<file path="src/rtl/phold_core_multi.sv">
// PHOLD core: reads and updates one LP state word per incoming event,
// then emits NEW_EVT follow-on events, each with its own ack handshake.
module phold_core_multi #(
   parameter int TW              = 16,
   parameter int NIDB            = 3,
   parameter int NRB             = 8,
   parameter int NCB             = 2,
   parameter int MC_RTNCTL_WIDTH = 32,
   parameter int NEW_EVT         = 2,
   parameter int DELAY_MIN       = 10
) (
   input  logic                       clk,
   input  logic                       rst_n,
   input  logic [NCB-1:0]             core_id,
   input  logic                       event_valid,
   input  logic [NIDB-1:0]            event_id,
   input  logic [TW-1:0]              event_time,
   input  logic [NRB-1:0]             random_in,
   input  logic [47:0]                addr,
   output logic [TW-1:0]              new_event_time,
   output logic [NIDB-1:0]            new_event_target,
   output logic                       new_event_ready,
   input  logic                       ack,
   output logic                       ready,
   output logic                       causality_err,
   output logic [31:0]                evt_count,
   output logic                       mc_rq_vld,
   output logic [2:0]                 mc_rq_cmd,
   output logic [3:0]                 mc_rq_scmd,
   output logic [47:0]                mc_rq_vadr,
   output logic [1:0]                 mc_rq_size,
   output logic [MC_RTNCTL_WIDTH-1:0] mc_rq_rtnctl,
   output logic [63:0]                mc_rq_data,
   output logic                       mc_rq_flush,
   input  logic                       mc_rq_stall,
   input  logic                       mc_rs_vld,
   input  logic [2:0]                 mc_rs_cmd,
   input  logic [3:0]                 mc_rs_scmd,
   input  logic [MC_RTNCTL_WIDTH-1:0] mc_rs_rtnctl,
   input  logic [63:0]                mc_rs_data,
   output logic                       mc_rs_stall,
   input  logic                       mem_gnt
);

   localparam logic [2:0] MCAE_CMD_RD8      = 3'd1;
   localparam logic [2:0] MCAE_CMD_WR8      = 3'd2;
   localparam logic [2:0] MCAE_CMD_RD8_DATA = 3'd2;
   localparam logic [2:0] MCAE_CMD_WR_CMP   = 3'd3;
   localparam logic [63:0] TMAX = (64'd1 << TW) - 64'd1;
   localparam logic [2:0] KLAST = 3'(NEW_EVT - 1);

   typedef enum logic [2:0] {
      S_IDLE, S_RD_REQ, S_RD_WAIT, S_WR_REQ, S_WR_WAIT, S_EMIT
   } state_t;

   state_t                     r_state;
   logic [TW-1:0]              r_time;
   logic [2:0]                 r_k;
   logic                       r_ready;
   logic                       r_caus;
   logic [31:0]                r_evt_cnt;
   logic                       r_nev_rdy;
   logic [TW-1:0]              r_nev_time;
   logic [NIDB-1:0]            r_nev_tgt;
   logic                       r_rq_vld;
   logic [2:0]                 r_rq_cmd;
   logic [47:0]                r_rq_vadr;
   logic [1:0]                 r_rq_size;
   logic [MC_RTNCTL_WIDTH-1:0] r_rq_rtnctl;
   logic [63:0]                r_rq_data;

   logic                       w_rs_mine;
   logic                       w_rd_hit;
   logic                       w_wr_hit;
   logic                       w_rq_acc;
   logic [63:0]                w_sum;
   logic [TW-1:0]              w_new_time;
   logic                       w_unused;

   assign w_rs_mine = mc_rs_vld && (mc_rs_rtnctl[NCB:1] == core_id);
   assign w_rd_hit  = w_rs_mine && (mc_rs_cmd == MCAE_CMD_RD8_DATA);
   assign w_wr_hit  = w_rs_mine && (mc_rs_cmd == MCAE_CMD_WR_CMP);
   assign w_rq_acc  = r_rq_vld && mem_gnt && !mc_rq_stall;

   // Wide sum so the saturation test can never be fooled by a wrap.
   assign w_sum = 64'(r_time) + 64'(DELAY_MIN) + 64'(random_in);
   assign w_new_time = (w_sum > TMAX) ? TMAX[TW-1:0] : w_sum[TW-1:0];

   assign w_unused = ^{mc_rs_scmd, mc_rs_rtnctl, mc_rs_data};

   always_ff @(posedge clk or negedge rst_n) begin
      if (!rst_n) begin
         r_state     <= S_IDLE;
         r_time      <= '0;
         r_k         <= '0;
         r_ready     <= 1'b1;
         r_caus      <= 1'b0;
         r_evt_cnt   <= '0;
         r_nev_rdy   <= 1'b0;
         r_nev_time  <= '0;
         r_nev_tgt   <= '0;
         r_rq_vld    <= 1'b0;
         r_rq_cmd    <= '0;
         r_rq_vadr   <= '0;
         r_rq_size   <= '0;
         r_rq_rtnctl <= '0;
         r_rq_data   <= '0;
      end else begin
         unique case (r_state)
            S_IDLE: begin
               if (event_valid) begin
                  r_time      <= event_time;
                  r_ready     <= 1'b0;
                  r_rq_vld    <= 1'b1;
                  r_rq_cmd    <= MCAE_CMD_RD8;
                  r_rq_size   <= 2'd3;
                  r_rq_vadr   <= addr + 48'({event_id, 3'b000});
                  r_rq_rtnctl <= MC_RTNCTL_WIDTH'({core_id, 1'b0});
                  r_rq_data   <= '0;
                  r_state     <= S_RD_REQ;
               end
            end
            S_RD_REQ: begin
               if (w_rq_acc) begin
                  r_rq_vld <= 1'b0;
                  r_state  <= S_RD_WAIT;
               end
            end
            S_RD_WAIT: begin
               if (w_rd_hit) begin
                  if (r_time < mc_rs_data[TW-1:0])
                     r_caus <= 1'b1;
                  r_rq_vld    <= 1'b1;
                  r_rq_cmd    <= MCAE_CMD_WR8;
                  r_rq_rtnctl <= MC_RTNCTL_WIDTH'({core_id, 1'b1});
                  r_rq_data   <= {mc_rs_data[63:32] + 32'd1, 32'(r_time)};
                  r_state     <= S_WR_REQ;
               end
            end
            S_WR_REQ: begin
               if (w_rq_acc) begin
                  r_rq_vld <= 1'b0;
                  r_state  <= S_WR_WAIT;
               end
            end
            S_WR_WAIT: begin
               if (w_wr_hit) begin
                  r_evt_cnt <= r_evt_cnt + 32'd1;
                  r_k       <= '0;
                  r_nev_rdy <= 1'b0;
                  r_state   <= S_EMIT;
               end
            end
            S_EMIT: begin
               // Idle cycle with ready low samples the random for event k.
               if (!r_nev_rdy) begin
                  r_nev_time <= w_new_time;
                  r_nev_tgt  <= random_in[NRB-1 -: NIDB];
                  r_nev_rdy  <= 1'b1;
               end else if (ack) begin
                  r_nev_rdy <= 1'b0;
                  if (r_k == KLAST) begin
                     r_ready <= 1'b1;
                     r_state <= S_IDLE;
                  end else begin
                     r_k <= r_k + 3'd1;
                  end
               end
            end
            default: begin
               r_ready  <= 1'b1;
               r_rq_vld <= 1'b0;
               r_state  <= S_IDLE;
            end
         endcase
      end
   end

   assign ready            = r_ready;
   assign causality_err    = r_caus;
   assign evt_count        = r_evt_cnt;
   assign new_event_ready  = r_nev_rdy;
   assign new_event_time   = r_nev_time;
   assign new_event_target = r_nev_tgt;
   assign mc_rq_vld        = r_rq_vld;
   assign mc_rq_cmd        = r_rq_cmd;
   assign mc_rq_scmd       = 4'd0;
   assign mc_rq_vadr       = r_rq_vadr;
   assign mc_rq_size       = r_rq_size;
   assign mc_rq_rtnctl     = r_rq_rtnctl;
   assign mc_rq_data       = r_rq_data;
   assign mc_rq_flush      = 1'b0;
   assign mc_rs_stall      = 1'b0;

endmodule
</file>
<file path="config.mk">
export PLATFORM = sky130hd
export DESIGN_NAME = phold_core_multi
export DESIGN_NICKNAME = d
export VERILOG_FILES = /design/src/rtl/phold_core_multi.sv
export SDC_FILE = /design/constraint.sdc
export NUM_CORES = 1
export LEC_CHECK = 0
export CAP_MARGIN = 20
export CORE_MARGIN = 4
export CORE_UTILIZATION = 44
export CTS_CLUSTER_DIAMETER = 100
export DETAILED_ROUTE_END_ITERATION = 12
export PLACE_DENSITY = 0.9
export SLEW_MARGIN = 0
export SYNTH_ARGS = -nofsm -noshare
export SYNTH_HDL_FRONTEND = slang
export SYNTH_SLANG_ARGS = --single-unit
export TNS_END_PERCENT = 30
</file>
<file path="constraint.sdc">
create_clock -name clk -period 7.3 [get_ports clk]
set_clock_uncertainty 0.1 [all_clocks]
set_input_delay 1.46 -clock clk [delete_from_list [all_inputs] [get_ports clk]]
set_output_delay 1.46 -clock clk [all_outputs]
set_load 0.03 [all_outputs]
</file>
# Yosys cells after proc, flatten, opt, wreduce, memory -nomap -nowiden
# Cells that the tools add are included.
[word_totals]
regBits = 225
inputBits = 187
output_inout_bits = 210
wordCells = 103
[classes]
addsub = 6
n_lt_le_gt_ge = 2
n_eq_ne = 19
n_mux = 36
bitwise = 3
n_reduce_logical = 22
[ops]
columns = ["op", "n"]
rows = [
  ["$mux W64", 2],
  ["$pmux W64 S2", 1],
  ["$add A32 B1 Y32 const B", 2],
  ["$mux W32", 2],
  ["$pmux W32 S2", 1],
  ["$add A48 B6 Y48", 1],
  ["$mux W3", 13],
  ["$add A17 B8 Y18", 1],
  ["$gt A18 B16 Y1 const B", 1],
  ["$ne A2 B2 Y1 const B", 9],
  ["$pmux W3 S6", 1],
  ["$add A16 B4 Y17 const B", 1],
  ["$lt A16 B16 Y1", 1],
  ["$mux W16", 1],
  ["$eq A3 B2 Y1 const B", 4],
  ["$pmux W3 S2", 2],
  ["$mux W1", 10],
  ["$reduce_and A5 Y1", 2],
  ["$reduce_and A2 Y1", 4],
  ["$reduce_and A8 Y1", 1],
  ["$eq A3 B1 Y1 const B", 2],
  ["$eq A3 B3 Y1 const B", 2],
  ["$reduce_and A3 Y1", 2],
  ["$logic_and A1 B1 Y1", 5],
  ["other kinds (13)", 17],
]

# Logic depth before layout (Yosys ltp)
# Gate-level depths: netlist (run 1).
[logic_depth]
ltp_word = 5
ltp_mapped = 11
mapped_depth_nobuf = 11

# Worst setup path after synthesis (run 1)
# Ideal clock, no wire load.
[synth_path]
path_type = "input port to flip-flop"
from = "in random_in[1]"
to = "reg r_nev_time[15] (netlist: new_event_time[15])"
setup_ps = 83
arrival_ps = 3292
required_ps = 7117
slack_ps = 3825
path_stages = 11
path_buffers = 0
path_cell_list = "inv_1 > ha_1 > inv_1 > ha_1 > fa_1 > a21oi_1 > o21ai_0 > o22ai_1 > nand2b_1 > o22ai_1 > o21ai_0"
[synth_via]
elab_chain_cells = 3
[synth_rtl]
columns = ["element", "line_no", "source"]
rows = [
  ["from (decl)", "18", "input logic [NRB-1:0] random_in,"],
  ["$add A17 B8 Y18 (*)", "86", "assign w_sum = 64'(r_time) + 64'(DELAY_MIN) + 64'(random_in);"],
  ["$gt A18 B16 Y1", "87", "assign w_new_time = (w_sum > TMAX) ? TMAX[TW-1:0] : w_sum[TW-1:0];"],
  ["$mux W16 (*)", "87", ""],
  ["to (signal assigned)", "157", "r_nev_time <= w_new_time;"],
  ["to (decl)", "63", "logic [TW-1:0] r_nev_time;"],
]
# Mark *: on every way between the ends. The rest lies on a longest branch, timed or not.
# A chain may end at the register's enable or synchronous reset.

# Worst setup path after layout (run 1)
[layout_path]
from = "in core_id[1]"
to = "reg r_rq_rtnctl[2] (netlist: mc_rq_rtnctl[2])"
[layout_via]
elab_chain_cells = 5
elab_cells_between_ends = 8
classes_between = "eq/ne: 2; mux: 3; reduce/logical: 3"
[layout_rtl]
columns = ["element", "line_no", "source"]
rows = [
  ["from (decl)", "14", "input logic [NCB-1:0] core_id,"],
  ["$eq A2 B2 Y1", "80", "assign w_rs_mine = mc_rs_vld && (mc_rs_rtnctl[NCB:1] == core_id);"],
  ["$logic_and A1 B1 Y1", "80", ""],
  ["$logic_and A1 B1 Y1", "81", "assign w_rd_hit = w_rs_mine && (mc_rs_cmd == MCAE_CMD_RD8_DATA);"],
  ["$ne A2 B2 Y1 (no source line)", "-", ""],
  ["$reduce_and A3 Y1 (no source line)", "-", ""],
  ["to (signal assigned)", "118", "r_rq_rtnctl <= MC_RTNCTL_WIDTH'({core_id, 1'b0});"],
  ["to (signal assigned)", "135", "r_rq_rtnctl <= MC_RTNCTL_WIDTH'({core_id, 1'b1});"],
  ["to (decl)", "69", "logic [MC_RTNCTL_WIDTH-1:0] r_rq_rtnctl;"],
]
# Several ways; a longest one is shown, not always the timed one. The select of a mux whose other input is x is not followed.

==> run metrics, run 1 <==
status complete, no violations; TritonCTS clock tree built; Port-buffer cells 294; reg2reg end new_event_time[15]; CTS Buf Count 17; Slew HR 0.352; Final nets 1562; antenna violations before repair 0; DRC violations left 0; register bit count reported by yosys 178; max-slew violation count 0; CP Capture Type flip-flop; fillers 1765; top cells by area, synth dfrtp_1 (46%), nand2_1 (8.1%), xnor2_1 (5.7%); cts hold-fix bufs 0; mapped cell area 9690 um2; Initial Utilization 0.445; vias in the first global route 8640; die area 24500 um2; number of synthesized flops with an enable pin 0; synthesis-to-layout area growth 37.1%; Yosys Warn Count 0; CTS HTree Levels 4; Synth cell types 60; Via Count 8489; worst hold path stage count 1; Die Wd 156 um; commonest non-fill, non-tap cell in the layout clkdlybuf4s50_1; ant diodes 0; period utilization 0.565; Core Footprint 21800 um2; Hold/Removal Path Class reg -> reg; Initial DRT Pass Iterations 6; Post-Syn Instances 1055; TritonCTS Sinks 178; Post-Syn Area per Cell 9.18 um2; final hold vios 0; r2r worst-path depth 11; Rows 54; TNS Setup 0 ns; final setup violation count 0; WP data required 7.49 ns; asr flop ratio synth 1.00; most frequent cells in the layout clkdlybuf4s50_1 (293), nand2_1 (209), dfrtp_1 (177); overflow left after global routing 0; post-cts resize count 0; I/O pin total 397; Yosys top cell area share 0.457; maximum number of pins on one net before global-route repair 109; setup ws final 3.18 ns; Max-Cap Viols 0; worst-margin pin slew 0.973 ns; clk root buf clkbuf_16; fraction of layout cells with a size suffix above 1 0.0438; worst hold endpoint evt_count[31]; area taken by flip-flops and latches 4460 um2; Routability Congestion 0.929; Lkg Pwr 5.86 nW; reg-to-reg slack, setup 4.54 ns; Detail Route Antenna Nets 0; sequential share of the synthesized area 0.460; hold wc startpoint evt_count[31]; Initial DRC Count 425; worst setup path class in -> reg; footprint of the multi-input gates 4710 um2; vias per cell 5.21; Worst EP arrival 4.32 ns; first-pass GRT wire length 43400 um; post-CTS setup buffer count 0; Cell Pwr Density 312 nW/um2; Startpoint Class input pin; Total GRT Usage 0.221; RSZ-0062 raised after global routing false; Worst-path clk slew 0.07 ns; Synth Flop Type dfrtp_1; final wirelength 27500 um; crit path max fanout 36; drt wl/cell 16.9 um; Post-Place Setup Slack 2.72 ns; Final min period 4.12 ns; f_max 243 MHz; die height 156 um; peak supply drop 0.000192 V; clock latency at the later pin of the worst-skew pair 0.41 ns; Synth area leader dfrtp_1; dpl hpwl 21100 um; deepest clock path buffer count 2; worst r2r src r_time[1]
-- worst max-delay path by stage --
stage | slack [ns] | startpoint | endpoint
after global placement | 2.74 | core_id[1] | mc_rq_rtnctl[2]
after global routing | 3.04 | core_id[1] | mc_rq_rtnctl[2]
after CTS | 3.15 | core_id[1] | mc_rq_rtnctl[2]
final | 3.18 | core_id[1] | mc_rq_rtnctl[2]
after floorplan | 3.82 | random_in[1] | new_event_time[15]
after detailed placement | 2.72 | core_id[1] | mc_rq_rtnctl[2]
-- synth_stat cells (all sizes together) (4+ instances only) --
cell type and instances:
nor3 29, ha 38, o22ai 4, nand3 36, nand4 24, buf 61
o21ai 95, a21o 6, inv 44, xor2 50, nor4 6, nor2 60
xnor2 63, nand2 210, and2 7, a22o 18, a21oi 18, and4 9
and3 14, clkbuf 30, a31oi 12, dfrtp 177, nand2b 6, nor2b 4
-- worst max-delay path, cell delays in order --
cell,delay [ns]
clkdlybuf4s50_1,0.49
xor2_1,0.40
nor3_1,0.15
and2_1,0.43
nor2_4,0.46
buf_4,0.48
mux2_2,0.40
-- cell families (layout without fill, tap and decap cells) --
group,after synthesis,after routing,share of synthesized area
and+or+nand+nor,415,415,0.201
xor gates and xnor gates,113,113,0.102
DFF,178,178,0.460
AOI/OAI and AO/OA,169,169,0.103
muxes,4,4,0.00452
other,1,52,0.000387
adders and majority gates,40,40,0.0532
buffers and inverters,135,377,0.0750
-- routing by layer --
metal,vias up,routed length [um],global-route usage
met5,-,0,0
met4,0,752,0.0756
met3,51,2310,0.0719
met2,340,13500,0.373
met1,4069,10900,0.266
li1,4029,-,-
-- state kept, by name, indices dropped and copies added (netlist names) --
| register | count |
|---|---|
| new_event_target | 3 |
| r_k | 3 |
| evt_count | 32 |
| mc_rq_rtnctl | 3 |
| mc_rq_data | 48 |
| causality_err | 1 |
| mc_rq_vadr | 48 |
| r_state | 3 |
| mc_rq_vld | 1 |
| new_event_time | 16 |
| r_time | 16 |
| ready | 1 |
| new_event_ready | 1 |
| mc_rq_cmd | 1 |
| mc_rq_size | 1 |
-- report_power, final --
part           switching (mW)  internal (mW)
clock                   0.419          0.492
combinational            1.05          0.716
sequential              0.223           1.24
-- final cells by class --
| cell class | count | share of cell area |
|---|---|---|
| Clock buffer | 18 | 0.0331 |
| Clock inverter | 14 | 0.0108 |
| Inverter | 44 | 0.0124 |
| Multi-Input combinational cell | 793 | 0.355 |
| Sequential cell | 178 | 0.335 |
| Tap cell | 280 | 0.0264 |
| Timing Repair Buffer | 301 | 0.227 |
-- through the flow --
stage | power (mW) | instance area [um2] | hold WS [ns] | util | cells
after floorplan | 2.51 | 9880 | 0.386 | - | 1106
after global placement | 3.18 | 12700 | 0.359 | 0.582 | 1595
after CTS | 4.17 | 13300 | 0.383 | 0.611 | 1628
after detailed placement | 3.24 | 12700 | 0.368 | 0.584 | 1596
final | 4.14 | 13300 | 0.377 | 0.611 | 1628
after global routing | 4.41 | 13300 | 0.404 | 0.611 | 1628
Power figures use the tool's default switching activity.
==> run 2, diff against run 1 <==
==> constraint.sdc (replaced) <==
create_clock -name clk -period 4 [get_ports clk]
set_clock_uncertainty 0.1 [all_clocks]
set_input_delay 0.8 -clock clk [delete_from_list [all_inputs] [get_ports clk]]
set_output_delay 0.8 -clock clk [all_outputs]
set_load 0.03 [all_outputs]
==> run 2 against run 1 <==
Sequential share of layout area fell by 0.18 points. Non-clock buffer count grew 5. Clock power up 88%. Clock-buffer cell count fell by 1. Setup slack got worse by 2.4 ns. Sequential cell count is the same. Utilization is 0.32 points higher. Critical path depth grew 5. Die area unchanged. Combinational power is 84% higher. Via count shrank 0.12%. Register-to-register slack worse by 3.3 ns.
==> run metrics, run 2 (synthesis gave the netlist of run 1 again) <==
status complete, no violations; Detail Route Antenna Nets 0 (unchanged); fraction of layout cells with a size suffix above 1 0.0473 (+0.00353); Lkg Pwr 5.89 nW (+0.48%); RSZ-0062 raised after global routing false; worst-margin pin slew 0.838 ns (-0.135 ns); TritonCTS Sinks 178 (unchanged); Initial DRC Count 429 (+0.94%); Initial DRT Pass Iterations 5 (-1); TNS Setup 0 ns (unchanged); CTS Buf Count 17 (unchanged); clk root buf clkbuf_16; I/O pin total 397 (unchanged); post-CTS setup buffer count 0 (unchanged); cts hold-fix bufs 0 (unchanged); most frequent cells in the layout clkdlybuf4s50_1 (293), nand2_1 (209), dfrtp_1 (177); r2r worst-path depth 11 (unchanged); die height 156 um (unchanged); CP Capture Type flip-flop; f_max 315 MHz; ant diodes 0 (unchanged); Worst-path clk slew 0.08 ns (about the same); final hold vios 0 (unchanged); commonest non-fill, non-tap cell in the layout clkdlybuf4s50_1; first-pass GRT wire length 43600 um (+0.41%); worst setup path class in -> reg; WP data required 4.24 ns (-3.25 ns); TritonCTS clock tree built; Core Footprint 21800 um2 (unchanged); crit path max fanout 7 (-81%); fillers 1805 (+2.3%); Die Wd 156 um (unchanged); Worst EP arrival 3.42 ns (-0.90 ns); vias in the first global route 8590 (-0.58%); area taken by flip-flops and latches 4460 um2 (unchanged); Startpoint Class input pin; drt wl/cell 16.6 um (-1.5%); Final min period 3.18 ns; Rows 54 (unchanged); final setup violation count 0 (unchanged); overflow left after global routing 0 (unchanged); DRC violations left 0 (unchanged); deepest clock path buffer count 2 (unchanged); Via Count 8479 (-0.12%); synthesis-to-layout area growth 37.8%; final wirelength 27200 um (-1.2%); peak supply drop 0.000369 V (+92%); Post-Place Setup Slack 0.427 ns (-2.30 ns); vias per cell 5.19 (-0.42%); die area 24500 um2 (unchanged); Final nets 1567 (+0.32%); Slew HR 0.442 (+0.0899); CTS HTree Levels 4 (unchanged); antenna violations before repair 0 (unchanged); clock latency at the later pin of the worst-skew pair 0.42 ns (about the same); footprint of the multi-input gates 4710 um2 (unchanged); maximum number of pins on one net before global-route repair 109 (unchanged); post-cts resize count 0 (unchanged); Total GRT Usage 0.222 (+0.000905); Port-buffer cells 294 (unchanged); Routability Congestion 0.895 (-3.6%); Max-Cap Viols 0 (unchanged); dpl hpwl 21100 um (about the same); Initial Utilization 0.445 (unchanged); max-slew violation count 0 (unchanged); period utilization 0.794; Cell Pwr Density 571 nW/um2 (+83%); setup ws final 0.822 ns (-2.36 ns); Hold/Removal Path Class in -> async
## run 2: cell count changes in the layout (fill, tap and decap cells not counted)
cell	previous run	this run
buf_4	6	10
clkinv_2	3	0
inv_6	5	2
inv_8	2	5
buf_12	0	2
clkinv_8	1	3
buf_16	1	0
clkbuf_8	1	0
clkinv_4	1	2
clkinvlp_4	1	2
## run 2: worst paths after layout
path | from | end | slack, ns
max in group asynchronous | rst_n | evt_count[5] | 2.58
worst max register to register | r_time[1] | new_event_time[15] | 1.28
worst max-delay path | random_in[1] | new_event_time[15] | 0.82
worst min register to register | mc_rq_vadr[0] | mc_rq_vadr[0] | 0.38
min in group clk | mc_rq_vadr[0] | mc_rq_vadr[0] | 0.38
worst min-delay path | rst_n | new_event_time[7] | 0.26
## run 2: cell type report
class / instances / share of cell area
timing repair buffer: 306 / 0.229
sequential: 178 / 0.334
tap: 280 / 0.0262
clock inverter: 15 / 0.0139
multi-input combinational: 793 / 0.353
inverter: 44 / 0.0124
clock buffer: 17 / 0.0319
## run 2: where the power goes
part	internal, mW	leakage, nW	switching [mW]
clock	0.902	0.292	0.809
combinational	1.33	3.31	1.91
sequential	2.26	2.28	0.404
total	4.49	5.89	3.13
## run 2: through the flow
| step | hold WS [ns] | util | area, um2 | power [mW] | cells |
|---|---|---|---|---|---|
| floorplan | 0.386 | - | 9880 | 4.59 | 1106 |
| global placement | 0.359 | 0.586 | 12700 | 5.83 | 1601 |
| CTS | 0.274 | 0.614 | 13400 | 7.67 | 1633 |
| finish | 0.259 | 0.614 | 13400 | 7.62 | 1633 |
| detailed placement | 0.364 | 0.586 | 12700 | 5.93 | 1601 |
| global route | 0.299 | 0.614 | 13400 | 8.12 | 1633 |
## run 2: routing by layer
metal  part of all wire  global-route usage  vias up
li1                   -                   -     4031
met1               0.39               0.271     4094
met2               0.49               0.373      309
met3              0.083              0.0694       45
met4              0.028              0.0752        0
met5                  0                   0        -
## run 2: critical path, stage by stage
cell and delay, ns:
clkdlybuf4s50_1 0.45, inv_1 0.04, ha_1 0.27, inv_1 0.04, ha_1 0.21, fa_1 0.41, a21oi_1 0.19, o21ai_0 0.13
o22ai_1 0.47, nand2b_1 0.18, o22ai_1 0.07, o21ai_0 0.14
==> run 3, diff against run 2 <==
==> constraint.sdc (replaced) <==
create_clock -name clk -period 3.2 [get_ports clk]
set_clock_uncertainty 0.1 [all_clocks]
set_input_delay 0.64 -clock clk [delete_from_list [all_inputs] [get_ports clk]]
set_output_delay 0.64 -clock clk [all_outputs]
set_load 0.03 [all_outputs]
==> run 3 against run 2 <==
Total power grew 27%. Utilization up 0.71 points. Register-to-register slack lost 0.71 ns. Via count rose by 0.46%. Sequential share of layout area shrank 0.38 points. Hold slack got worse by 0.15 ns. First-iteration DRC count down 14%. Cell count up 0.86%. Sequential cell count stayed put. Critical endpoint is now new_event_time[14].
==> run metrics, run 3 (synthesis gave the netlist of run 1 again) <==
Max-Cap Viols 0 (unchanged); Cell Pwr Density 715 nW/um2 (+25%); DR WL met2 14100 um (+4.9%); max layer used met4; placed instance count 1615 (+0.87%); Hold/Removal Path Class in -> async; vias per cell 5.17 (-0.39%); most frequent cells in the layout clkdlybuf4s50_1 (293), nand2_1 (209), dfrtp_1 (177); antenna violations before repair 0 (unchanged); peak supply drop 0.000467 V (+27%); sequence of cells on the critical path clkdlybuf4s50_1, inv_1, ha_1, inv_1, ha_1, inv_1, nor3_1, o21ai_0, a2111oi_0, o31ai_1; maximum number of pins on one net before global-route repair 68 (-38%); Lkg Pwr 5.98 nW (+1.6%); met3 routed WL 2250 um (unchanged); WP buf/inv 4 (+1); die height 156 um (unchanged); Rows 54 (unchanged); placed cell area 12900 um2 (+1.0%); vias in the first global route 8766 (+2.0%); DRC violations left 0 (unchanged); Met1 Wirelength 10900 um (+1.7%); fin cells 1647 (+0.86%); Final min period 2.84 ns; Die Wd 156 um (unchanged); Worst-path clk slew 0.07 ns (about the same); max-slew violation count 0 (unchanged); post-route cell area 13500 um2 (+1.2%); fraction of layout cells with a size suffix above 1 0.0571 (+0.00976); cts hold-fix bufs 0 (unchanged); clk root buf clkbuf_16; post-layout util 0.621 (+0.00713); commonest non-fill, non-tap cell in the layout clkdlybuf4s50_1; worst-margin pin slew 0.610 ns (-0.228 ns); critical path's top delay family compound AO/OA/AOI/OAI gates; Via Count 8518 (+0.46%); Startpoint Class input pin; Port-buffer cells 294 (unchanged); Worst EP arrival 3.01 ns (-0.41 ns); f_max 352 MHz; ant diodes 0 (unchanged); Total GRT Usage 0.226 (+0.00386); post-cts resize count 0 (unchanged); Detail Route Antenna Nets 0 (unchanged); most common cell type on the critical path inv_1; post-CTS setup buffer count 0 (unchanged); Initial Utilization 0.445 (unchanged); Core Footprint 21800 um2 (unchanged); WP data required 3.38 ns (-0.86 ns); CTS HTree Levels 4 (unchanged); final setup violation count 0 (unchanged); fillers 1802 (-0.17%); footprint of the multi-input gates 4710 um2 (unchanged); status complete, no violations; dpl hpwl 22100 um (+4.6%); Initial DRC Count 369 (-14%); I/O pin total 397 (unchanged); Final Power 9.66 mW (+27%); deepest clock path buffer count 2 (unchanged); TNS Setup 0 ns (unchanged); slowest stage delay, CP 0.58 ns (+0.11 ns); Slew HR 0.594 (+0.152); TritonCTS Sinks 178 (unchanged); crit path max fanout 3 (-4); CP Capture Type flip-flop; Initial DRT Pass Iterations 5 (unchanged); CTS Buf Count 17 (unchanged); Final nets 1581 (+0.89%); final hold vios 0 (unchanged); final wirelength 28000 um (+3.0%); area taken by flip-flops and latches 4460 um2 (unchanged); Routability Congestion 0.931 (+4.0%); overflow left after global routing 0 (unchanged); CP max stage cell a2111oi_0; die area 24500 um2 (unchanged); clock latency at the later pin of the worst-skew pair 0.42 ns (about the same); synthesis-to-layout area growth 39.4%; worst setup path class in -> reg; TritonCTS clock tree built; RSZ-0062 raised after global routing false; drt wl/cell 17.0 um (+2.1%); first-pass GRT wire length 44400 um (+1.9%); period utilization 0.887
run 3: cell types whose count changed in the layout (fill, tap and decap cells not counted), sizes merged:
cell and change:
buf +14, bufinv +1, clkinvlp -1
run 3: worst paths after layout:
| kind | startpoint | cells after the start | slack (ns) | end |
|---|---|---|---|---|
| min in group clk | mc_rq_vadr[2] | 2 | 0.38 | mc_rq_vadr[2] |
| setup / recovery | random_in[3] | 10 | 0.36 | new_event_time[14] |
| max in group asynchronous | rst_n | 2 | 2.03 | mc_rq_data[47] |
| setup reg to reg | r_time[4] | 7 | 0.57 | new_event_time[14] |
| hold / removal | rst_n | 1 | 0.11 | new_event_target[1] |
| hold reg to reg | mc_rq_vadr[2] | 2 | 0.38 | mc_rq_vadr[2] |
run 3: area by class of cell:
| type | count | share of cell area |
|---|---|---|
| clock buffers | 17 | 0.0315 |
| clock inverters | 15 | 0.0156 |
| inverters | 44 | 0.0122 |
| multi-input cells | 793 | 0.349 |
| flip-flops and latches | 178 | 0.330 |
| well taps | 280 | 0.0259 |
| repair buffers | 320 | 0.236 |
run 3: per-stage QoR:
step	hold slack [ns]	worst slack, ns
floorplan	0.244	0.545
global placement	0.359	0.0326
detailed placement	0.363	-0.0327
CTS	0.115	0.419
global route	0.129	0.182
finish	0.110	0.363
run 3: metal layers:
| metal | track usage | up-vias |
|---|---|---|
| met2 | 0.392 | 320 |
| met1 | 0.266 | 4086 |
| met5 | 0 | - |
| met3 | 0.0736 | 51 |
| li1 | - | 4061 |
| met4 | 0.0686 | 0 |
run 3: worst reg2reg max path, delay by kind of cell (launching register included):
family | cells | cell delay [ns]
AO/OA/AOI/OAI | 3 | 0.89
adder cells (fa/ha/maj) | 2 | 0.68
flip-flops | 1 | 0.46
AND/OR/NAND/NOR | 2 | 0.36
run 3: report_power, final:
part	internal, mW	switching (mW)
Sequential	2.83	0.515
Clock	1.21	1.01
Combinational	1.67	2.41
==> RTL edit 1: new RTL, config.mk and constraints of run 2 <==
The 6 states of `state_t` get a one-hot encoding in 6 bits.
--- a/src/rtl/phold_core_multi.sv
+++ b/src/rtl/phold_core_multi.sv
@@ -49,8 +49,8 @@
    localparam logic [63:0] TMAX = (64'd1 << TW) - 64'd1;
    localparam logic [2:0] KLAST = 3'(NEW_EVT - 1);
 
-   typedef enum logic [2:0] {
-      S_IDLE, S_RD_REQ, S_RD_WAIT, S_WR_REQ, S_WR_WAIT, S_EMIT
+   typedef enum logic [5:0] {
+      S_IDLE = 6'b000001, S_RD_REQ = 6'b000010, S_RD_WAIT = 6'b000100, S_WR_REQ = 6'b001000, S_WR_WAIT = 6'b010000, S_EMIT = 6'b100000
    } state_t;
 
    state_t                     r_state;
Behaviour: no difference found for any inputs over 4 cycles, from zero or initial values and one cycle with rst_n low; so few cycles prove little.
==> RTL edit 1 against run 2 <==
Worst setup slack got worse by 0.020 ns. Non-clock buffer count unchanged. Final area increased by 1.1%. Power decreased by 5.0%. Area after synthesis increased by 2.0%. Critical path type unchanged. Global-route usage decreased by 0.95 points. Count of clock-buffer cells in the layout increased by 2. Final cell count decreased by 2.9%. Wire length increased by 0.94%. Sequential cell count increased by 3. First-iteration DRC count increased by 1.9%.
==> RTL edit 1: results (changes against run 2) <==
setup_path:
  slowest_stage: "clkdlybuf4s50_1"  # was o22ai_1
  cp_top_family: "adder cells"  # was compound AO/OA/AOI/OAI gates
  path_max_fanout: 4  # was 7
  worst-r2r-setup-slack_ns: 1.20  # was 1.28 ns
layout:
  fin_area_um2: 13500  # was 13400 µm²
  drive_gt1_frac: 0.0674  # was 0.0473
  comb.multi_input.count: 746  # was 793
  inverters_excl_clock: 42  # was 44
  nonClkBufAreaFrac: 0.227  # was 0.229
  clock_buffers: 19  # was 17
  multi_input_area_um2: 4830  # was 4710 µm²
  design.seq.count: 181  # was 178
  seq_area_frac: 0.336  # was 0.334
  fin_cells: 1586  # was 1633
sta:
  relSlewSlack: 0.484  # was 0.442
  min_period_ns: 3.20  # was 3.18 ns
  hold_ws_ns: 0.240  # was 0.259 ns
yosys:
  synth_mux_area_frac: 0.0296  # was 0.00452
  ys_top_cells_by_area: "dfrtp_1 45%, xnor2_1 6.5%, ha_1 4.8%, nand2_1 4.8%, buf_4 4.1%"  # was dfrtp_1 46%, nand2_1 8.1%, xnor2_1 5.7%, ha_1 4.9%, o21ai_0 4.9%
  synthXorXnorAreaFrac: 0.103  # was 0.102
  synth_adder_area_share: 0.0522  # was 0.0532
  ys_types: 63  # was 60
  synthTopCellsByCount: "179 x dfrtp_1, 126 x nand2_1, 73 x xnor2_1, 61 x o21ai_0, 57 x nand3_1"  # was 209 x nand2_1, 177 x dfrtp_1, 95 x o21ai_0, 63 x xnor2_1, 60 x nor2_1
  synth_compound_area_frac: 0.104  # was 0.103
  seq_area_frac_synth: 0.459  # was 0.460
route:
  drt_iter0_markers: 437  # was 429
place:
  dp_worst_setup_slack_ns: 0.394  # was 0.427 ns
  place_congestion: 0.920  # was 0.895
  dp_hpwl_um: 21300  # was 21100 µm
grt:
  grt_max_degree: 88  # was 109
  antenna_found_initial: 1  # was 0
  grt_pass1_vias: 8522  # was 8590
  grt_pass1_wl_um: 42200  # was 43600 µm
floorplanning:
  die_area_um2: 24900  # was 24500 µm²
power:
  vdd_drop_max_uv: 412  # was 369 µV
  p_leak_nw: 5.85  # was 5.89 nW
run_status:
  status: "completed"  # unchanged
hold_path:
  hold_path_class: "in2async"  # unchanged
[RTL edit 1: cell count changes after synthesis, sizes merged, moves of 12 or more]
cell and delta:
nand2 -84, mux2 +23, nand3 +21, nor2 -17, clkbuf -13, buf +12, o22a +12
[RTL edit 1: report_power, final]
part | total [W] | switching [W] | internal (W)
Clock | 0.00164 | 0.000752 | 0.000884
Combinational | 0.00306 | 0.00179 | 0.00127
Sequential | 0.00254 | 0.000335 | 0.00221
Total | 0.00724 | 0.00288 | 0.00436
[RTL edit 1: metal layers]
metal	up-vias	wire (µm)	part of all wire	track usage
li1	3941	-	-	-
met1	4064	10300	0.38	0.242
met4	2	971	0.035	0.0881
met2	404	13400	0.49	0.367
met5	-	17	0.00062	0
met3	72	2650	0.097	0.0689
[RTL edit 1: worst reg2reg max path: cells and delay by family (launching register included)]
family / cells / cell delay [ns]
and+or+nand+nor: 2 / 0.30
buffers and inverters: 2 / 0.14
AOI/OAI and AO/OA: 4 / 0.90
adders and majority gates: 3 / 0.93
DFF: 1 / 0.37
==> RTL edit 2: new RTL, settings of run 2 <==
Without the edit above. Change the parameter `MC_RTNCTL_WIDTH` from 32 to 40.
--- a/src/rtl/phold_core_multi.sv
+++ b/src/rtl/phold_core_multi.sv
@@ -5,7 +5,7 @@
    parameter int NIDB            = 3,
    parameter int NRB             = 8,
    parameter int NCB             = 2,
-   parameter int MC_RTNCTL_WIDTH = 32,
+   parameter int MC_RTNCTL_WIDTH = 40,
    parameter int NEW_EVT         = 2,
    parameter int DELAY_MIN       = 10
 ) (
Ports: changed (resized mc_rq_rtnctl and mc_rs_rtnctl); port bits go from 397 to 413. The function was not compared with the original's and may differ.
==> RTL edit 2 against run 2 <==
Worst setup slack worse by 0.14 ns. Non-clock buffer count is 1 higher. Sequential cell count stayed put. Die area is 0.59% higher. Maximum frequency is 4.2% lower. Final cell count is 0.55% higher. Final area is 0.27% higher. Area after synthesis is 0.62% higher. Wire length is 3.0% higher. Count of clock-buffer cells in the layout stayed put. Power is 0.23% higher.
==> RTL edit 2: results (changes against run 2) <==
power:
  seqPwrFrac: 0.351  # was 0.350
  p_leak_nw: 5.92  # was 5.89 nW
  vdd_drop_max_uv: 383  # was 369 µV
  internal-power_w: 0.00449  # about the same
  power.share.combinational: 0.428  # was 0.425
  seq-power_w: 0.00268  # was 0.00267 W
route:
  wl_met1_um: 10700  # about the same
  wl_met2_um: 14000  # was 13400 µm
  first_pass_iters: 5  # unchanged
  wl_um: 28000  # was 27200 µm
  post_drt_wl_per_cell_um: 17.0  # was 16.6 µm
  viasPerCell: 5.16  # was 5.19
  drt_iter0_markers: 463  # was 429
  dr_wl_met3_um: 2500  # was 2250 µm
setup_path:
  worstPathArrival_ns: 3.55  # was 3.42 ns
  path_max_fanout: 7  # unchanged
layout:
  antenna_cells: 0  # unchanged
  drive_gt1_frac: 0.0477  # was 0.0473
  fin_nets: 1584  # was 1567
  fillers: 1802  # was 1805
  multi_input_area_um2: 4740  # was 4710 µm²
place:
  dp_hpwl_um: 21600  # was 21100 µm
  place_congestion: 0.914  # was 0.895
  dp_worst_setup_slack_ns: 0.344  # was 0.427 ns
  dpl-instance-area_um2: 12800  # was 12700 µm²
clock_network:
  htree_levels: 4  # unchanged
  postCtsSetupBuffers: 0  # unchanged
  cts_buffers: 17  # unchanged
  cts_max_path_buffers: 2  # unchanged
grt:
  grt_max_degree: 94  # was 109
  grt_pass1_wl_um: 43400  # was 43600 µm
  grt_pass1_vias: 8499  # was 8590
  grt.total_usage: 0.222  # about the same
yosys:
  ys_types: 60  # unchanged
  synth_adder_area_share: 0.0529  # was 0.0532
  ys_top_cells_by_area: "dfrtp_1 45%, nand2_1 8.0%, xnor2_1 5.7%, ha_1 4.9%, o21ai_0 4.9%"  # was dfrtp_1 46%, nand2_1 8.1%, xnor2_1 5.7%, ha_1 4.9%, o21ai_0 4.9%
  synth_compound_area_frac: 0.103  # about the same
  synth_mux_area_frac: 0.00449  # was 0.00452
  synthTopCellsByCount: "209 x nand2_1, 177 x dfrtp_1, 95 x o21ai_0, 63 x buf_4, 63 x xnor2_1"  # was 209 x nand2_1, 177 x dfrtp_1, 95 x o21ai_0, 63 x xnor2_1, 60 x nor2_1
  seq_area_frac_synth: 0.457  # was 0.460
  avgSynthCellArea_um2: 9.17  # was 9.18 µm²
  synthXorXnorAreaFrac: 0.102  # about the same
sta:
  relSlewSlack: 0.474  # was 0.442
run_status:
  status: "completed"  # unchanged
-- RTL edit 2: worst max-delay path, cell delays in order --
cell and delay [ns]:
clkdlybuf4s50_1 0.46, inv_1 0.05, ha_1 0.26, inv_1 0.04, ha_1 0.21, fa_1 0.41
a21oi_1 0.21, o21ai_0 0.17, o22ai_1 0.53, nand2b_1 0.19, o22ai_1 0.08, o21ai_0 0.14
-- RTL edit 2: final timing paths --
kind | end | slack (ns) | cells after the start | from
min in group clk | evt_count[31] | 0.37 | 1 | evt_count[31]
setup / recovery | new_event_time[15] | 0.68 | 12 | random_in[1]
setup reg to reg | new_event_time[15] | 1.13 | 11 | r_time[1]
hold / removal | new_event_target[2] | 0.23 | 1 | rst_n
hold reg to reg | evt_count[31] | 0.37 | 1 | evt_count[31]
max in group asynchronous | ready | 2.69 | 2 | rst_n
-- RTL edit 2: area by class of cell --
cell class | instances | share of cell area
Multi-Input combinational cell | 801 | 0.354
Sequential cell | 178 | 0.333
Timing Repair Buffer | 307 | 0.230
Clock buffer | 17 | 0.0318
Tap cell | 280 | 0.0262
Clock inverter | 15 | 0.0128
Inverter | 44 | 0.0123
-- RTL edit 2: cells by family (layout without fill, tap and decap cells) --
kind of cell	after synthesis	in the layout
xor gates and xnor gates	113	113
and+or+nand+nor	415	415
other	1	60
buffers and inverters	143	383
AOI/OAI and AO/OA	169	169
DFF	178	178
adders and majority gates	40	40
muxes	4	4
-- RTL edit 2: routing by layer --
layer,GRT usage,up-vias
li1,-,4051
met1,0.264,4029
met2,0.380,339
met3,0.0722,48
met4,0.0731,0
met5,0,-
